$ cat src/rtl/div_hilo_ctrl_pkg.sv
// Shared constants for the divider sequencer and HI/LO register file.
// State encodings are plain constants so legacy code can compare against them.
package div_hilo_ctrl_pkg;
  localparam int DATA_WIDTH_DEF  = 32;
  localparam int WDOG_CYCLES_DEF = 48;

  localparam logic [1:0] ST_IDLE  = 2'b00;
  localparam logic [1:0] ST_ISSUE = 2'b01;
  localparam logic [1:0] ST_WAIT  = 2'b10;
  localparam logic [1:0] ST_DRAIN = 2'b11;
endpackage

$ cat src/rtl/div_hilo_ctrl_hilo_regfile.sv
// HI/LO architectural registers: an MT write port plus a divide-commit port.
// A commit wins over an MT write in the same cycle.
module hilo_regfile #(
  parameter int DATA_WIDTH = 32
) (
  input  logic                  clk,
  input  logic                  rst,
  input  logic                  i_mthi,
  input  logic                  i_mtlo,
  input  logic [DATA_WIDTH-1:0] i_mt_data,
  input  logic                  i_cmt_en,
  input  logic [DATA_WIDTH-1:0] i_cmt_hi,
  input  logic [DATA_WIDTH-1:0] i_cmt_lo,
  output logic [DATA_WIDTH-1:0] o_hi,
  output logic [DATA_WIDTH-1:0] o_lo
);
  logic [DATA_WIDTH-1:0] r_hi, r_lo;

  always_ff @(posedge clk or posedge rst) begin
    if (rst) begin
      r_hi <= '0;
      r_lo <= '0;
    end else if (i_cmt_en) begin
      r_hi <= i_cmt_hi;
      r_lo <= i_cmt_lo;
    end else begin
      if (i_mthi) r_hi <= i_mt_data;
      if (i_mtlo) r_lo <= i_mt_data;
    end
  end

  assign o_hi = r_hi;
  assign o_lo = r_lo;
endmodule

$ cat src/rtl/div_hilo_ctrl.sv
// Sequences the shared iterative divider for EX and owns HI/LO.
// Optional macro DIV_ZERO_BYPASS_EN: divide-by-zero completes locally without the divider.
module div_hilo_ctrl
  import div_hilo_ctrl_pkg::*;
#(
  parameter int DATA_WIDTH  = DATA_WIDTH_DEF,
  parameter int WDOG_CYCLES = WDOG_CYCLES_DEF
) (
  input  logic                  clk,
  input  logic                  rst,
  input  logic                  ex_div_req,
  input  logic                  ex_div_signed,
  input  logic [DATA_WIDTH-1:0] ex_rs,
  input  logic [DATA_WIDTH-1:0] ex_rt,
  input  logic                  ex_mthi,
  input  logic                  ex_mtlo,
  input  logic                  ex_mfhilo,
  input  logic                  ex_flush,
  output logic                  ex_stall,
  output logic [DATA_WIDTH-1:0] hi,
  output logic [DATA_WIDTH-1:0] lo,
  output logic                  div_start,
  output logic                  div_signed_o,
  output logic [DATA_WIDTH-1:0] div_dividend,
  output logic [DATA_WIDTH-1:0] div_divisor,
  input  logic                  div_busy,
  input  logic                  div_complete,
  input  logic [DATA_WIDTH-1:0] div_quotient,
  input  logic [DATA_WIDTH-1:0] div_remainder,
  output logic                  wdog_err
);
  localparam int CW = $clog2(WDOG_CYCLES + 1);

  logic [1:0]            r_state, w_state_nxt;
  logic [DATA_WIDTH-1:0] r_dividend, r_divisor;
  logic                  r_signed;
  logic [CW-1:0]         r_wdog_cnt;
  logic                  r_wdog_err;

  logic w_bypass, w_req_ok, w_launch, w_bypass_cmt, w_div_cmt;
  logic w_cmp, w_wdog_hit, w_mt_ok, w_stall;

`ifdef DIV_ZERO_BYPASS_EN
  assign w_bypass = (ex_rt == '0);
`else
  assign w_bypass = 1'b0;
`endif

  assign w_req_ok     = ex_div_req & ~ex_flush;
  assign w_launch     = (r_state == ST_IDLE) & w_req_ok & ~w_bypass & ~div_busy;
  assign w_bypass_cmt = (r_state == ST_IDLE) & w_req_ok & w_bypass;
  assign w_cmp        = div_complete & ((r_state == ST_WAIT) | (r_state == ST_DRAIN));
  // A flush arriving with the completion still kills the result.
  assign w_div_cmt    = (r_state == ST_WAIT) & div_complete & ~ex_flush;
  assign w_wdog_hit   = (r_state != ST_IDLE) & ((r_wdog_cnt + CW'(1)) == CW'(WDOG_CYCLES));
  assign w_mt_ok      = ((r_state == ST_IDLE) | (r_state == ST_DRAIN)) & ~ex_flush;

  always_comb begin
    w_state_nxt = r_state;
    case (r_state)
      ST_IDLE:  if (w_launch) w_state_nxt = ST_ISSUE;
      ST_ISSUE: w_state_nxt = ex_flush ? ST_DRAIN : ST_WAIT;
      ST_WAIT:  if (div_complete) w_state_nxt = ST_IDLE;
                else if (ex_flush) w_state_nxt = ST_DRAIN;
      ST_DRAIN: if (div_complete) w_state_nxt = ST_IDLE;
      default:  w_state_nxt = ST_IDLE;
    endcase
    if (w_wdog_hit && !w_cmp) w_state_nxt = ST_IDLE;
  end

  // Anything younger than an in-flight DIV waits; the DIV itself holds EX too.
  always_comb begin
    w_stall = 1'b0;
    case (r_state)
      ST_IDLE:  w_stall = w_req_ok;
      ST_ISSUE: w_stall = 1'b1;
      ST_WAIT:  w_stall = 1'b1;
      ST_DRAIN: w_stall = w_req_ok;
      default:  w_stall = 1'b0;
    endcase
  end

  always_ff @(posedge clk or posedge rst) begin
    if (rst) begin
      r_state    <= ST_IDLE;
      r_dividend <= '0;
      r_divisor  <= '0;
      r_signed   <= 1'b0;
      r_wdog_cnt <= '0;
      r_wdog_err <= 1'b0;
    end else begin
      r_state <= w_state_nxt;
      if (w_launch) begin
        r_dividend <= ex_rs;
        r_divisor  <= ex_rt;
        r_signed   <= ex_div_signed;
      end
      // Counter is zero while the start pulse is out, so it counts cycles since start.
      if (w_launch)                r_wdog_cnt <= '0;
      else if (r_state != ST_IDLE) r_wdog_cnt <= r_wdog_cnt + CW'(1);
      if (w_wdog_hit && !w_cmp) r_wdog_err <= 1'b1;
    end
  end

  hilo_regfile #(.DATA_WIDTH(DATA_WIDTH)) u_hilo (
    .clk       (clk),
    .rst       (rst),
    .i_mthi    (ex_mthi & w_mt_ok),
    .i_mtlo    (ex_mtlo & w_mt_ok),
    .i_mt_data (ex_rs),
    .i_cmt_en  (w_div_cmt | w_bypass_cmt),
    .i_cmt_hi  (w_bypass_cmt ? ex_rs : div_remainder),
    .i_cmt_lo  (w_bypass_cmt ? {DATA_WIDTH{1'b1}} : div_quotient),
    .o_hi      (hi),
    .o_lo      (lo)
  );

  assign ex_stall     = w_stall;
  assign div_start    = (r_state == ST_ISSUE);
  assign div_signed_o = r_signed;
  assign div_dividend = r_dividend;
  assign div_divisor  = r_divisor;
  assign wdog_err     = r_wdog_err;
endmodule

$ cat config.mk
export PLATFORM = sky130hd
export DESIGN_NAME = div_hilo_ctrl
export DESIGN_NICKNAME = d
export VERILOG_FILES = /design/src/rtl/div_hilo_ctrl_pkg.sv /design/src/rtl/div_hilo_ctrl_hilo_regfile.sv /design/src/rtl/div_hilo_ctrl.sv
export SDC_FILE = /design/constraint.sdc
export NUM_CORES = 1
export LEC_CHECK = 0
export CORE_ASPECT_RATIO = 2
export CORE_UTILIZATION = 45
export DETAILED_ROUTE_END_ITERATION = 12
export GPL_ROUTABILITY_DRIVEN = 0
export HOLD_SLACK_MARGIN = 0.05
export PLACE_DENSITY_LB_ADDON = 0.05
export SYNTH_ARGS = -nofsm -noshare
export SYNTH_HDL_FRONTEND = slang
export SYNTH_SLANG_ARGS = --single-unit
$ cat constraint.sdc
create_clock -name clk -period 14.08 [get_ports clk]
set_clock_uncertainty 0.1 [all_clocks]
set_input_delay 2.112 -clock clk [delete_from_list [all_inputs] [get_ports clk]]
set_output_delay 2.112 -clock clk [all_outputs]
set_load 0.01 [all_outputs]
==> Yosys cells after proc, flatten, opt, wreduce, memory -nomap -nowiden <==
Index checks and enable logic that the tools add are counted.
{ "word_totals": {"regBits": 138, "in_bits": 138, "output_inout_bits": 132, "word_cells": 54} }
{ "op_classes": {"bitwise": 14, "reduce_logical": 10, "eq_ne": 7, "muxes": 14, "n_addsub": 1} }
{ "op_table": {"columns": ["cell", "n"], "rows": [
  ["$mux W32", 4],
  ["$mux W6", 2],
  ["$and A1 B1 Y1", 10],
  ["$mux W2", 5],
  ["$pmux W2 S4", 1],
  ["$reduce_bool A2 Y1", 4],
  ["$add A6 B1 Y6 const B", 1],
  ["$eq A6 B6 Y1 const B", 1],
  ["$ne A3 B2 Y1 const B", 2],
  ["$eq A2 B2 Y1 const B", 2],
  ["$ne A4 B3 Y1 const B", 1],
  ["$reduce_or A2 Y1", 2],
  ["$reduce_and A3 Y1", 1],
  ["$eq A2 B1 Y1 const B", 1],
  ["$logic_not A2 Y1", 1],
  ["$not A1 Y1", 2],
  ["$or A1 B1 Y1", 2],
  ["$pmux W1 S2", 1],
  ["$logic_and A1 B1 Y1", 1],
  ["$logic_not A1 Y1", 1],
  ["$mux W1", 1]
]} }

==> Longest topological paths before layout <==
{ "depth": {"ltp_word": 7, "depth_mapped": 8, "mapped_depth_nobuf": 7} }

==> By module <==
Synthesis repeated with hierarchy kept, for this count alone.
{ "hier_totals": {"hier_cells": 484, "area_unflattened_um2": 6242.2} }
{ "modules_own_cells": {"columns": ["mod", "cells_per_inst", "seq_area_each_um2", "n_inst", "area_each_um2"], "rows": [
  ["div_hilo_ctrl", 205, 1851.8, 1, 3223.1],
  ["hilo_regfile", 279, 1601.5, 1, 3019.1]
]} }

==> Least setup slack after synthesis <==
OpenSTA, ideal clock, no wires.
{ "synth_timing": {"path_kind": "in2out", "startpoint": "input ex_flush", "endpoint": "output ex_stall", "n_path_buf": 0, "slack_ps": 9474, "arrival_ps": 2394, "path_stages": 2, "required_time_ps": 11868, "path_cell_list": "nand2b_1 > nand2b_1"} }
{ "synth_via": {"elab_chain_len": 3} }
{ "synth_lines": {"columns": ["element", "line_no", "rtl"], "rows": [
  ["from (decl)", "div_hilo_ctrl.sv:18", "input logic ex_flush,"],
  ["$not A1 Y1", "div_hilo_ctrl.sv:49", "assign w_req_ok = ex_div_req & ~ex_flush;"],
  ["$and A1 B1 Y1", "div_hilo_ctrl.sv:49", null],
  ["$pmux W1 S2", "div_hilo_ctrl.sv:74", "case (r_state)"],
  ["to (decl)", "div_hilo_ctrl.sv:19", "output logic ex_stall,"]
]} }
Every way passes these cells.

==> Final worst setup path <==
Ends and elaborated chain as after synthesis.

==> results.txt <==
fill count = 959
Worst Hold Class = flip-flop to flip-flop
# DRC = 0
most frequent cell after synthesis = dfrtp_1
area leader, netlist = dfrtp_1
site row count = 59
total gr overflow = 0
final wirelength = 17.0 mm
post-CTS sizing = 0
core area = 13000 sq um
startpoint types = input pin
top cells by area, synth = dfrtp_1 58%, mux2_2 12%, mux2i_1 11%, o21ai_0 5.9%, nand2_1 4.3%
die extent in x = 83.6 microns
ys async rst share = 100%
initial antenna violation count = 1
HPWL after DPL = 12.3 mm
Setup WS pre-CTS = 8.32 ns
DIE AREA = 13800 sq um
crit end category = output pin
Hold Buf Count CTS = 0
Vias = 4817
# IOs = 270
Syn Std Cell Area = 5990 sq um
CTS buffer count = 17
r2r setup slk = 11.57 ns
sequential element share of the synthesized area = 57.7%
root buffer cell = clkbuf_16
synthesized flop and latch total = 138
Synth Instances = 491
die height = 165 microns
Final Hold Vio Count = 0
Clock Tree Buf Depth = 2
status = complete, no violations
wire per inst = 18.5 microns
first-pass GRT wire length = 26.2 mm
final worst slack = 8.36 ns
RSZ-0062 raised after global routing = no
Final setup viols = 0
mean post-synth cell area = 12.2 sq um
syn nets = 635
final worst-path cycle share = 40.6%
Power Density = 221 nW/um^2
htree depth = 4
Rel. slew slack = 24.5%
clk_lat worst skew = 0.41 ns
initial DRC count = 205
clk slew on worst S/H paths = 0.06 ns
clk sinks = 138
TritonCTS clock tree = built
Synth top area share = 57.7%
Post-layout nets = 898
setup_tns = 0 ns
Post-CTS Setup Bufs = 0
total of max-cap violations = 0
static leakage = 3.78 nW
Post-synth EDFFs = 0
DRT Pass-1 Iters = 4
Starting Density = 46.1%
Routed Antenna Nets = 0
WS Path Type = input pin to output pin
P&R area growth vs syn = 57.6%
final slew viol count = 0
share of cells above drive strength 1 = 14.7%
Critical Path Fanout Max = 5
number of global-route vias before repair = 5161
Synth warnings = 0
Worst Path Required = 11.87 ns
worst-margin pin slew = 1.13 ns
WP data arrival = 3.51 ns
Top FF cell, synth = dfrtp_1
synth unique cells = 35
Buffers on Ports = 268
GRT Total Usage = 24.9%
post-DR vias/cell = 5.24
synth cell count leaders = 138 x dfrtp_1, 71 x o21ai_0, 68 x nand2_1, 65 x mux2_2, 65 x mux2i_1
Power, Total = 2.08 mW
largest net degree at the start of global routing = 129
fmax = 0.175 GHz
min Tclk post-route = 5.72 ns
worst vdd ir = 144 uV
worst paths after layout:
| kind | startpoint | depth (start not counted) | to |
|---|---|---|---|
| worst min register to register | wdog_err | 1 | wdog_err |
| worst min-delay path | wdog_err | 1 | wdog_err |
| worst max-delay path | ex_flush | 4 | ex_stall |
| min in group asynchronous | rst | 2 | div_divisor[14] |
| max in group asynchronous | rst | 3 | div_divisor[5] |
| worst max register to register | r_state[0] | 5 | div_divisor[17] |
power by group:
group	switching, mW	internal [mW]
clock	0.172	0.302
combinational	0.371	0.527
sequential	0.117	0.594
layer usage:
layer	global-route usage (%)	part of all wire [%]
met4	13.5	4.1
met2	45.9	55
met5	0	0
met1	24.6	33
met3	8.10	7.4
registers in the layout, summed over array words and instances, names as in the netlist:
| signal | count |
|---|---|
| div_dividend | 32 |
| div_divisor | 32 |
| div_signed_o | 1 |
| r_state | 2 |
| r_wdog_cnt | 6 |
| u_hilo.o_hi | 32 |
| u_hilo.o_lo | 32 |
| wdog_err | 1 |
cells in the final DEF, fill, tap and decap left out, types with 2 or more instances in the layout:
cell,netlist,final
a21oi_1,2,2
a31oi_1,3,3
buf_4,1,7
bufinv_16,0,4
clkbuf_16,0,17
clkdlybuf4s50_1,0,268
clkinv_4,0,2
clkinvlp_4,0,4
dfrtp_1,138,138
ha_1,6,6
inv_1,7,6
inv_6,0,3
mux2_2,65,65
mux2i_1,65,65
nand2_1,68,68
nand2b_1,4,4
nand3_1,2,2
nor2_1,4,4
nor3_1,3,3
nor3b_2,1,2
o21ai_0,71,71
o22ai_1,2,2
o31ai_1,3,3
critical path: stages:
cell and delay (ns):
clkdlybuf4s50_1 0.50, nand2b_1 0.25, nand2b_1 0.10, clkdlybuf4s50_1 0.54
final cells by class:
class / count / area [sq um] / area share [%]
antenna: 1 / 2.50 / 0.0265
multi-input combinational: 315 / 2390 / 25.3
sequential: 138 / 3450 / 36.6
timing repair buffer: 275 / 2740 / 29.0
clock inverter: 13 / 190 / 2.02
inverter: 7 / 31.3 / 0.332
clock buffer: 19 / 443 / 4.69
tap: 152 / 190 / 2.02
through the flow:
stage / cells / utilization [%] / area [sq um] / hold WS, ns
2_1_floorplan: 491 / - / 5990 / 0.389
3_3_place_gp: 887 / 67.7 / 8800 / 0.356
3_5_place_dp: 887 / 67.7 / 8800 / 0.374
4_1_cts: 919 / 72.6 / 9430 / 0.389
5_1_grt: 920 / 72.6 / 9430 / 0.392
6_report: 920 / 72.6 / 9430 / 0.387
logic make-up (layout without fill, tap and decap cells):
family / count (synthesis) / count (layout) / share of synthesized area [%]
other cells: 0 / 1 / 0
mux: 131 / 131 / 23.3
fa+ha+maj: 6 / 6 / 1.25
xor+xnor: 2 / 2 / 0.293
simple gates: 89 / 89 / 6.81
compound gates: 87 / 87 / 7.84
flops: 138 / 138 / 57.7
buf+inv: 38 / 314 / 2.76
Note: power is estimated with default switching activity, not from simulation.
